$ cat src/rtl/perf_counter_sampler_pkg.sv
// Shared types and constants for the performance-counter sampler.
// Holds the XLEN-wide data type used by the counter bank, the CSR
// addresses that bound the default sweep range, the FIFO sample record
// and the sampler FSM state encoding.
package perf_counter_sampler_pkg;

  localparam int unsigned XLEN = 64;
  typedef logic [XLEN-1:0] xlen_t;

  // CSR addresses of the first and last counters in the default sweep.
  localparam logic [11:0] CSR_ML1_ICACHE_MISS = 12'hB03;
  localparam logic [11:0] CSR_MIF_EMPTY       = 12'hB10;

  // The counter bank is indexed by the low five bits of the CSR address.
  localparam logic [4:0] PERF_FIRST_ADDR = CSR_ML1_ICACHE_MISS[4:0];
  localparam logic [4:0] PERF_LAST_ADDR  = CSR_MIF_EMPTY[4:0];

  // One captured counter: its bank address and the value read from it.
  typedef struct packed {
    logic [4:0] addr;
    xlen_t      data;
  } perf_sample_t;

  typedef enum logic {
    IDLE  = 1'b0,
    SWEEP = 1'b1
  } sweep_state_e;

endpackage

$ cat src/rtl/perf_counter_sampler_fifo.sv
// Synchronous sample FIFO without fall-through.
// A pushed entry becomes visible at the head on the following cycle.
// A push into a full FIFO is accepted when a pop happens in the same
// cycle, because the pop frees the slot the push needs.
//
// Ports:
//   clk_i    clock
//   rst_i    synchronous active-high reset, empties the FIFO
//   flush_i  synchronous flush, empties the FIFO
//   push_i   write data_i (ignored when full and not popping)
//   data_i   entry to write
//   full_o   all Depth entries occupied
//   empty_o  no entry present
//   pop_i    remove the head entry (ignored when empty)
//   data_o   head entry
module perf_counter_sampler_fifo #(
  parameter int unsigned DataWidth = 69,
  parameter int unsigned Depth     = 4
) (
  input  logic                 clk_i,
  input  logic                 rst_i,
  input  logic                 flush_i,
  input  logic                 push_i,
  input  logic [DataWidth-1:0] data_i,
  output logic                 full_o,
  output logic                 empty_o,
  input  logic                 pop_i,
  output logic [DataWidth-1:0] data_o
);

  localparam int unsigned AddrW = (Depth > 1) ? $clog2(Depth) : 1;
  localparam logic [AddrW:0] DepthCnt = (AddrW + 1)'(Depth);

  logic [DataWidth-1:0] mem_q [Depth];
  logic [AddrW-1:0]     rd_ptr_q, wr_ptr_q;
  logic [AddrW:0]       count_q;
  logic                 push_ok, pop_ok;

  assign full_o  = (count_q == DepthCnt);
  assign empty_o = (count_q == '0);
  assign push_ok = push_i && (!full_o || pop_i);
  assign pop_ok  = pop_i && !empty_o;
  assign data_o  = mem_q[rd_ptr_q];

  // Pointers wrap naturally because Depth is a power of two.
  always_ff @(posedge clk_i) begin
    if (rst_i || flush_i) begin
      rd_ptr_q <= '0;
      wr_ptr_q <= '0;
      count_q  <= '0;
    end else begin
      if (push_ok) wr_ptr_q <= wr_ptr_q + 1'b1;
      if (pop_ok)  rd_ptr_q <= rd_ptr_q + 1'b1;
      if (push_ok && !pop_ok)      count_q <= count_q + 1'b1;
      else if (!push_ok && pop_ok) count_q <= count_q - 1'b1;
    end
  end

  // Storage needs no reset; occupancy alone decides what is valid.
  always_ff @(posedge clk_i) begin
    if (push_ok) mem_q[wr_ptr_q] <= data_i;
  end

endmodule

$ cat src/rtl/perf_counter_sampler.sv
// Performance-counter sampler.
// Sweeps counter addresses FirstAddr..LastAddr of the counter bank, either
// on a trigger pulse or when the idle timer expires, reading one counter
// per cycle and optionally clearing it with a write in the same cycle.
// Each read is queued as {addr, value} in a small FIFO toward a sink.
//
// Ports:
//   clk_i, rst_i       clock, synchronous active-high reset
//   enable_i           allow timer-started sweeps
//   period_i           idle cycles between sweeps, 0 disables the timer
//   trigger_i          one-cycle request for an immediate sweep
//   clear_on_read_i    zero each counter as it is read (latched per sweep)
//   pc_addr_o/pc_we_o/pc_wdata_o/pc_rdata_i  counter bank port
//   sample_valid_o/sample_ready_i/sample_addr_o/sample_data_o  sample stream
//   sweep_done_o       one-cycle pulse after the last address is captured
//   busy_o             a sweep is in progress
//   overflow_o         sticky: a sweep request arrived during a sweep
module perf_counter_sampler
  import perf_counter_sampler_pkg::*;
#(
  parameter logic [4:0]  FirstAddr = PERF_FIRST_ADDR,
  parameter logic [4:0]  LastAddr  = PERF_LAST_ADDR,
  parameter int unsigned FifoDepth = 4
) (
  input  logic        clk_i,
  input  logic        rst_i,
  input  logic        enable_i,
  input  logic [31:0] period_i,
  input  logic        trigger_i,
  input  logic        clear_on_read_i,
  output logic [4:0]  pc_addr_o,
  output logic        pc_we_o,
  output xlen_t       pc_wdata_o,
  input  xlen_t       pc_rdata_i,
  output logic        sample_valid_o,
  input  logic        sample_ready_i,
  output logic [4:0]  sample_addr_o,
  output xlen_t       sample_data_o,
  output logic        sweep_done_o,
  output logic        busy_o,
  output logic        overflow_o
);

  sweep_state_e state_q, state_d;
  logic [31:0]  timer_q, timer_d;
  logic [4:0]   ptr_q, ptr_d;
  logic         clear_q, clear_d;
  logic         done_q, done_d;
  logic         overflow_q, overflow_d;

  logic         timer_en, timer_hit, start_req;
  logic         fifo_full, fifo_empty, fifo_push, fifo_pop, can_push;
  logic         we_c;
  perf_sample_t push_sample, head_sample;

  assign timer_en  = enable_i && (period_i != 32'd0);
  assign timer_hit = timer_en && (timer_q == period_i - 32'd1);
  assign start_req = trigger_i || timer_hit;

  // The stall decision uses post-pop occupancy, so a full FIFO that is
  // being drained this cycle still accepts a read beat.
  assign fifo_pop = !fifo_empty && sample_ready_i;
  assign can_push = !fifo_full || fifo_pop;

  assign push_sample = '{addr: ptr_q, data: pc_rdata_i};

  // Next-state logic: the timer only runs in IDLE; a read beat happens in
  // every SWEEP cycle where the FIFO can take the sample.
  always_comb begin
    state_d    = state_q;
    timer_d    = timer_q;
    ptr_d      = ptr_q;
    clear_d    = clear_q;
    done_d     = 1'b0;
    overflow_d = overflow_q;
    pc_addr_o  = FirstAddr;
    we_c       = 1'b0;
    fifo_push  = 1'b0;
    if (state_q == IDLE) begin
      if (timer_en && (timer_q != '1)) timer_d = timer_q + 32'd1;
      if (start_req) begin
        state_d = SWEEP;
        timer_d = '0;
        ptr_d   = FirstAddr;
        clear_d = clear_on_read_i;
      end
    end else begin
      pc_addr_o = ptr_q;
      if (start_req) overflow_d = 1'b1;
      if (can_push) begin
        fifo_push = 1'b1;
        we_c      = clear_q;
        ptr_d     = ptr_q + 5'd1;
        if (ptr_q == LastAddr) begin
          state_d = IDLE;
          done_d  = 1'b1;
          timer_d = '0;
        end
      end
    end
  end

  // State register with synchronous reset.
  always_ff @(posedge clk_i) begin
    if (rst_i) begin
      state_q    <= IDLE;
      timer_q    <= '0;
      ptr_q      <= FirstAddr;
      clear_q    <= 1'b0;
      done_q     <= 1'b0;
      overflow_q <= 1'b0;
    end else begin
      state_q    <= state_d;
      timer_q    <= timer_d;
      ptr_q      <= ptr_d;
      clear_q    <= clear_d;
      done_q     <= done_d;
      overflow_q <= overflow_d;
    end
  end

  perf_counter_sampler_fifo #(
    .DataWidth ($bits(perf_sample_t)),
    .Depth     (FifoDepth)
  ) u_fifo (
    .clk_i   (clk_i),
    .rst_i   (rst_i),
    .flush_i (rst_i),
    .push_i  (fifo_push),
    .data_i  (push_sample),
    .full_o  (fifo_full),
    .empty_o (fifo_empty),
    .pop_i   (fifo_pop),
    .data_o  (head_sample)
  );

  // A clearing write must never reach the bank while reset is asserted.
  assign pc_we_o    = we_c && !rst_i;
  assign pc_wdata_o = '0;

  // The head is masked to zero when empty so stale storage never shows.
  assign sample_valid_o = !fifo_empty;
  assign sample_addr_o  = fifo_empty ? 5'd0 : head_sample.addr;
  assign sample_data_o  = fifo_empty ? '0 : head_sample.data;

  assign sweep_done_o = done_q;
  assign busy_o       = (state_q == SWEEP);
  assign overflow_o   = overflow_q;

endmodule

$ cat config.mk
export PLATFORM = sky130hd
export DESIGN_NAME = perf_counter_sampler
export DESIGN_NICKNAME = d
export VERILOG_FILES = /design/src/rtl/perf_counter_sampler_pkg.sv /design/src/rtl/perf_counter_sampler_fifo.sv /design/src/rtl/perf_counter_sampler.sv
export SDC_FILE = /design/constraint.sdc
export NUM_CORES = 1
export LEC_CHECK = 0
export ABC_AREA = 1
export CAP_MARGIN = 0
export CORE_AREA = 2 2 217 219
export CTS_BUF_LIST = sky130_fd_sc_hd__clkbuf_8
export DETAILED_ROUTE_END_ITERATION = 16
export DIE_AREA = 0 0 219 221
export SYNTH_ARGS = -nofsm -noshare
export SYNTH_HDL_FRONTEND = slang
export SYNTH_SLANG_ARGS = --single-unit
$ cat constraint.sdc
create_clock -name clk_i -period 6.4 [get_ports clk_i]
set_input_delay 1.28 -clock clk_i [delete_from_list [all_inputs] [get_ports clk_i]]
set_output_delay 1.28 -clock clk_i [all_outputs]
set_load 0.02 [all_outputs]
==> reports/results.env, run 1 <==
NUMBER_OF_ANTENNA_VIOLATIONS_AT_THE_FIRST_CHECK_IN_GLOBAL_ROUTING=1
MAX-SLEW-MARGIN-REL=0.359
FINALSETUPVIOLATIONS=0
DRIVE_ABOVE_1_SHARE=0.0617
FINALNETCOUNT=2011
PATH_CLASS='flop to output port'
GRT_PASS1_VIAS=11900
FIN_TOTAL_PWR_mW=6.36
CLKLATENCYLATEPIN_NS=0.59
NETLIST_INSTANCES=1728
GRT_SETUP_UNREPAIRED='false'
PORT-BUFFER-COUNT=180
FILLERINSTANCES=4536
HPWLAFTERDP_UM=26400
WIRE_LENGTH_OF_THE_FIRST_GLOBAL_ROUTING_PASS_UM=64100
CELLLEAKAGEPOWER_nW=6.98
COMPOUND_GATE_PORTION_OF_THE_SYNTHESIZED_AREA=0.0883
POST_SYNTHESIS_SEQUENTIAL_AREA_RATIO=0.582
DRT_ITER0_DRC=748
MAXCAPVIOLATIONS=0
PLACEABLECOREAREA_SQ_MM=0.0461
ROW_COUNT=79
NUMBER_OF_WARNING_MESSAGES_IN_THE_YOSYS_LOG=0
CP-START-KIND='flop'
DRT.ANTENNA.VIOLATING_NETS=0
WORSTSETUPENDPOINTTYPE='output port'
AREA_GROWTH_SYN_TO_LAYOUT_PCT=19.4
SYNTH.LIB_CELLS_USED.DISTINCT=38
ROUTABILITYCONGESTION=0.885
DRT-WIRELENGTH-PER-CELL_UM=16.1
INSTANCES_NO_FILL=2535
FINALCRITICALPERIOD_NS=5.06
SYN-CELL-AREA_SQ_MM=0.0160
CTS_ROOT_BUF='clkbuf_8'
MULTIINPUTGATEAREA_SQ_MM=0.00570
REMAINING_DRC_ERRORS=0
SYNTH_MUX_AREA_FRAC=0
FP.DIEAREA_SQ_MM=0.0484
DIE_H_UM=221
CRIT_FANOUT=65
PEAKVDDDROP_uV=188
ROUTE.VIAS.TOTAL=12300
GRT_START_MAX_NET_PINS=77
FINALCOREUTILIZATION=0.414
TIGHTESTPINTRANSITION_NS=0.961
REPORT.FINAL.HOLD_VIOL_COUNT=0
CTS.REPAIR.RESIZED=0
LEADING_AREA_CONTRIBUTOR_AFTER_SYNTHESIS='edfxtp_1'
FINALCLOCKSKEW_NS=0.0229
YOSYS.AREA_SHARE.XOR_XNOR=0.0280
SYNTH_TOP_FAMILY_BY_AREA='simple AND/OR/NAND/NOR gates'
DP_CELLS=2453
CLOCK_TREE.BUFFER_DEPTH=3
STARTING_DENSITY_OF_THE_CORE=0.347
CRIT_REQUIRED_NS=5.12
FP.DIEW_UM=219
FIRSTDRTPASSITERS=5
FINAL_MIN_PERIOD_OVER_CLOCK_PERIOD=0.791
CTSHOLDBUFFERS=0
CP.ARRIVAL_NS=3.78
PROPORTION_OF_NETLIST_AREA_HELD_BY_THE_LARGEST_AREA_CONTRIBUTOR=0.519
PINS_OVER_SLEW_LIMIT=0
ANTENNA_CELLS_INSERTED=0
NUMBER_OF_BUFFERS_CREATED_BY_CTS=50
CLOCK_SINKS=326
YOSYS.AREA_SHARE.SIMPLE=0.214
DETAIL_ROUTE.VIAS_PER_CELL=4.85
SYNTH-SEQ-CELLS=326
GR-TOTAL-OVERFLOW=0
OUTCOME='complete, no violations'
FINALWIRELENGTH_UM=40900
FINAL.SETUP.TNS_NS=0
GRTUSAGETOTAL=0.166
FMAXACHIEVABLE_MHz=197
POWER-PER-CELL-AREA_mW_PER_MM2=334
HP-CLASS='flop to flop'
SYNTH.TOP_CELLS.BY_AREA='edfxtp_1 (52%), nor2_1 (9.9%), dfxtp_1 (6.3%)'
PIN_COUNT=245
PATH_CLK_SLEW_NS=0.06
SYNTH_AREA_PER_CELL_SQ_UM=9.24
POSTCTSSETUPBUFFERS=0
H-TREE-DEPTH=2
LAYOUT.AREA.SEQ_SQ_MM=0.00929
SYNTH_FA_HA_AREA_FRAC=0.00909
CTS_TREE='yes'
==> final timing paths <==
kind	start	endpoint	slack [ns]	depth (start not counted)
max reg2reg	timer_q[0]	timer_q[2]	2.90	15
min	u_fifo.rd_ptr_q[1]	flop	0.46	2
min reg2reg	u_fifo.rd_ptr_q[1]	flop	0.46	2
max	flop	sample_data_o[28]	1.34	5
==> metrics by stage <==
stage / area [sq um] / hold WS (ns) / setup slack (ns)
2_1_floorplan: 16200 / 0.436 / 1.00
3_3_place_gp: 18100 / 0.452 / 1.82
3_5_place_dp: 18100 / 0.452 / 1.81
4_1_cts: 19100 / 0.464 / 1.24
5_1_grt: 19100 / 0.494 / 0.993
6_report: 19100 / 0.459 / 1.34
==> critical path, stage by stage, from the launching register on <==
cell             delay, ns
dfxtp_4               0.81
clkinv_2              0.85
buf_4                 0.55
o21ai_0               0.25
a21oi_1               0.09
clkdlybuf4s50_1       0.58
==> cells by family after synthesis <==
kind of cell / Yosys count
AO/OA/AOI/OAI: 277
AND/OR/NAND/NOR: 802
other: 1
adder cells (fa/ha/maj): 11
XOR/XNOR: 51
buffers and inverters: 260
flip-flops: 326
==> sequential cells by signal, summed over array words and instances, names as in the netlist, named ones only <==
signal,cells
u_fifo.wr_ptr_q,2
u_fifo.rd_ptr_q,2
u_fifo.mem_q,276
overflow_o,1
sweep_done_o,1
ptr_q,5
timer_q,32
clear_q,1
u_fifo.count_q,3
busy_o,1
==> layout by cell type (no fill, tap or decap), drive strengths merged, types with 2 or more instances in the layout <==
cell type | synthesis | routed
inv | 114 | 122
clkbuf | 58 | 53
nand4 | 22 | 22
nand3b | 8 | 8
edfxtp | 276 | 276
xnor2 | 15 | 15
clkinvlp | 0 | 2
bufinv | 0 | 2
xor2 | 36 | 36
o21ai | 160 | 160
nor3 | 18 | 18
nand2 | 208 | 208
conb | 1 | 64
a21oi | 111 | 111
nor4 | 4 | 4
nand3 | 104 | 104
o21bai | 4 | 4
dfxtp | 50 | 50
clkinv | 5 | 22
clkdlybuf4s50 | 0 | 180
ha | 10 | 10
and3 | 4 | 4
buf | 83 | 16
nor2 | 432 | 432
==> synth_stat cells, drive strengths merged <==
master / number
nor2: 432
edfxtp: 276
nand2: 208
o21ai: 160
inv: 114
a21oi: 111
nand3: 104
buf: 83
clkbuf: 58
dfxtp: 50
xor2: 36
nand4: 22
nor3: 18
xnor2: 15
ha: 10
nand3b: 8
clkinv: 5
and3: 4
nor4: 4
o21bai: 4
and2: 1
conb: 1
fa: 1
nor3b: 1
o211ai: 1
o41ai: 1
==> metal layers <==
metal	global-route usage	vias up	wire length [um]	share of wire
li1	-	6013	-	-
met1	0.218	5830	18000	0.44
met2	0.281	362	19500	0.48
met3	0.0256	76	2490	0.061
met4	0.0477	2	864	0.021
met5	0	-	10	0.00024
==> area by class of cell <==
| cell class | instances | share of cell area |
|---|---|---|
| sequential | 326 | 0.488 |
| multi-input combinational | 1205 | 0.299 |
| timing repair buffer | 196 | 0.101 |
| tap | 607 | 0.0398 |
| clock buffer | 53 | 0.0383 |
| inverter | 119 | 0.0236 |
| clock inverter | 29 | 0.0104 |
==> power breakdown <==
| part | internal (mW) | switching [mW] | leakage, nW |
|---|---|---|---|
| clock network | 0.845 | 0.775 | 0.495 |
| registers | 2.42 | 0.0842 | 2.91 |
| logic | 0.841 | 1.39 | 3.58 |
| total | 4.11 | 2.25 | 6.98 |
Note: power is estimated with default switching activity, not from simulation.
==> run 2: changes to the inputs <==
==> constraint.sdc (replaced) <==
create_clock -name clk_i -period 4.4 [get_ports clk_i]
set_input_delay 0.88 -clock clk_i [delete_from_list [all_inputs] [get_ports clk_i]]
set_output_delay 0.88 -clock clk_i [all_outputs]
set_load 0.02 [all_outputs]
==> reports/results.env, run 2 (synthesis results as in run 1) <==
FIRSTDRTPASSITERS=5
PATH_CLK_SLEW_NS=0.05
POWER-PER-CELL-AREA_mW_PER_MM2=481
FINALINSTANCEAREA_SQ_MM=0.0191
STARTING_DENSITY_OF_THE_CORE=0.347
DRT.ANTENNA.VIOLATING_NETS=0
CTS_ROOT_BUF='clkbuf_8'
FIN_TOTAL_PWR_mW=9.21
TIMING.HOLD.WS_NS=0.453
NUMBER_OF_ANTENNA_VIOLATIONS_AT_THE_FIRST_CHECK_IN_GLOBAL_ROUTING=0
CLOCK_SINKS=326
PEAKVDDDROP_uV=270
CLKLATENCYLATEPIN_NS=0.59
GRT_START_MAX_NET_PINS=139
GRTUSAGETOTAL=0.167
WIRE_LENGTH_OF_THE_FIRST_GLOBAL_ROUTING_PASS_UM=63700
H-TREE-DEPTH=2
HPWLAFTERDP_UM=27000
ANTENNA_CELLS_INSERTED=0
FINALCLOCKSKEW_NS=0.0311
LARGEST_REGISTER_FFS=276
DIE_H_UM=221
GRT_PASS1_VIAS=11500
POSTCTSSETUPBUFFERS=0
DRIVE_ABOVE_1_SHARE=0.0608
ROUTE.VIAS.TOTAL=12300
SETUP.REG_TO_REG.WORST_SLACK_NS=1.37
REG.LARGEST.LIST='u_fifo.mem_q x276, timer_q x32, ptr_q x5'
PLACEABLECOREAREA_SQ_MM=0.0461
MAX-SLEW-MARGIN-REL=0.355
LEADING_CELL_TYPES_IN_THE_LAYOUT_FILL_AND_TAPS_EXCLUDED='nor2_1 (417), edfxtp_1 (276), nand2_1 (196), clkdlybuf4s50_1 (180), o21ai_0 (153)'
GR-TOTAL-OVERFLOW=0
TIGHTESTPINTRANSITION_NS=0.967
FP.DIEAREA_SQ_MM=0.0484
FINALSETUPVIOLATIONS=0
PINS_OVER_SLEW_LIMIT=0
PATH_CLASS='primary input to output port'
FP.DIEW_UM=219
REMAINING_DRC_ERRORS=0
POST-PLACE-WS_NS=0.392
REPORT.FINAL.HOLD_VIOL_COUNT=0
NUMBER_OF_BUFFERS_CREATED_BY_CTS=49
GRT_SETUP_UNREPAIRED='false'
LAYOUT_COMMONEST_CELL='nor2_1'
HP-CLASS='flop to flop'
FINALWIRELENGTH_UM=41900
ROW_COUNT=79
CTS.REPAIR.RESIZED=0
CRIT_FANOUT=7
FINAL_MIN_PERIOD_OVER_CLOCK_PERIOD=0.852
DRT-WIRELENGTH-PER-CELL_UM=16.5
CTS_TREE='yes'
AREA_GROWTH_SYN_TO_LAYOUT_PCT=19.9
FINALCOREUTILIZATION=0.416
CLOCK_TREE.BUFFER_DEPTH=3
WORSTSETUPENDPOINTTYPE='output port'
REGISTERS.TOP_BY_FF_COUNT='u_fifo.mem_q'
CP.ARRIVAL_NS=2.87
CTSHOLDBUFFERS=0
PIN_COUNT=245
CRIT_REQUIRED_NS=3.52
MAXCAPVIOLATIONS=0
FINAL.SETUP.TNS_NS=0
ROUTABILITYCONGESTION=0.900
FMAXACHIEVABLE_MHz=267
FINALNETCOUNT=2015
PLACED_AREA_SQ_MM=0.0183
DP_CELLS=2458
DRT_ITER0_DRC=886
FINALCRITICALPERIOD_NS=3.75
CP-START-KIND='primary input'
CELLLEAKAGEPOWER_nW=7.07
INSTANCES_NO_FILL=2548
FIN_WS_NS=0.651
OUTCOME='complete, no violations'
PORT-BUFFER-COUNT=180
DETAIL_ROUTE.VIAS_PER_CELL=4.83
==> run 2: final cells by class <==
class	instances	area, sq um
well taps	607	759
clock buffers	51	702
flip-flops and latches	326	9290
repair buffers	201	2060
fillers	4522	26900
multi-input cells	1205	5700
inverters	119	449
clock inverters	39	183
==> run 2: worst paths after layout <==
path	cells past startpoint	endpoint	from
max	7	pc_we_o	sample_ready_i
min	2	flop	u_fifo.rd_ptr_q[1]
max reg2reg	16	timer_q[6]	timer_q[1]
min reg2reg	2	flop	u_fifo.rd_ptr_q[1]
==> run 2: routing by layer <==
metal	vias up	track usage	part of all wire
met5	-	0	0
met4	0	0.0486	0.019
met3	66	0.0242	0.062
met2	389	0.282	0.48
met1	5823	0.221	0.44
li1	6023	-	-
==> run 2: where the power goes <==
part / switching, mW / total [mW] / internal [mW]
sequential: 0.0624 / 3.58 / 3.52
combinational: 2.11 / 3.38 / 1.27
clock: 1.12 / 2.25 / 1.13
==> run 2: critical path, cell delays in order <==
cell             delay, ns
clkdlybuf4s50_1       0.46
inv_1                 0.05
nand3_1               0.11
inv_1                 0.08
nor2_1                0.37
and3_1                0.26
clkdlybuf4s50_1       0.67
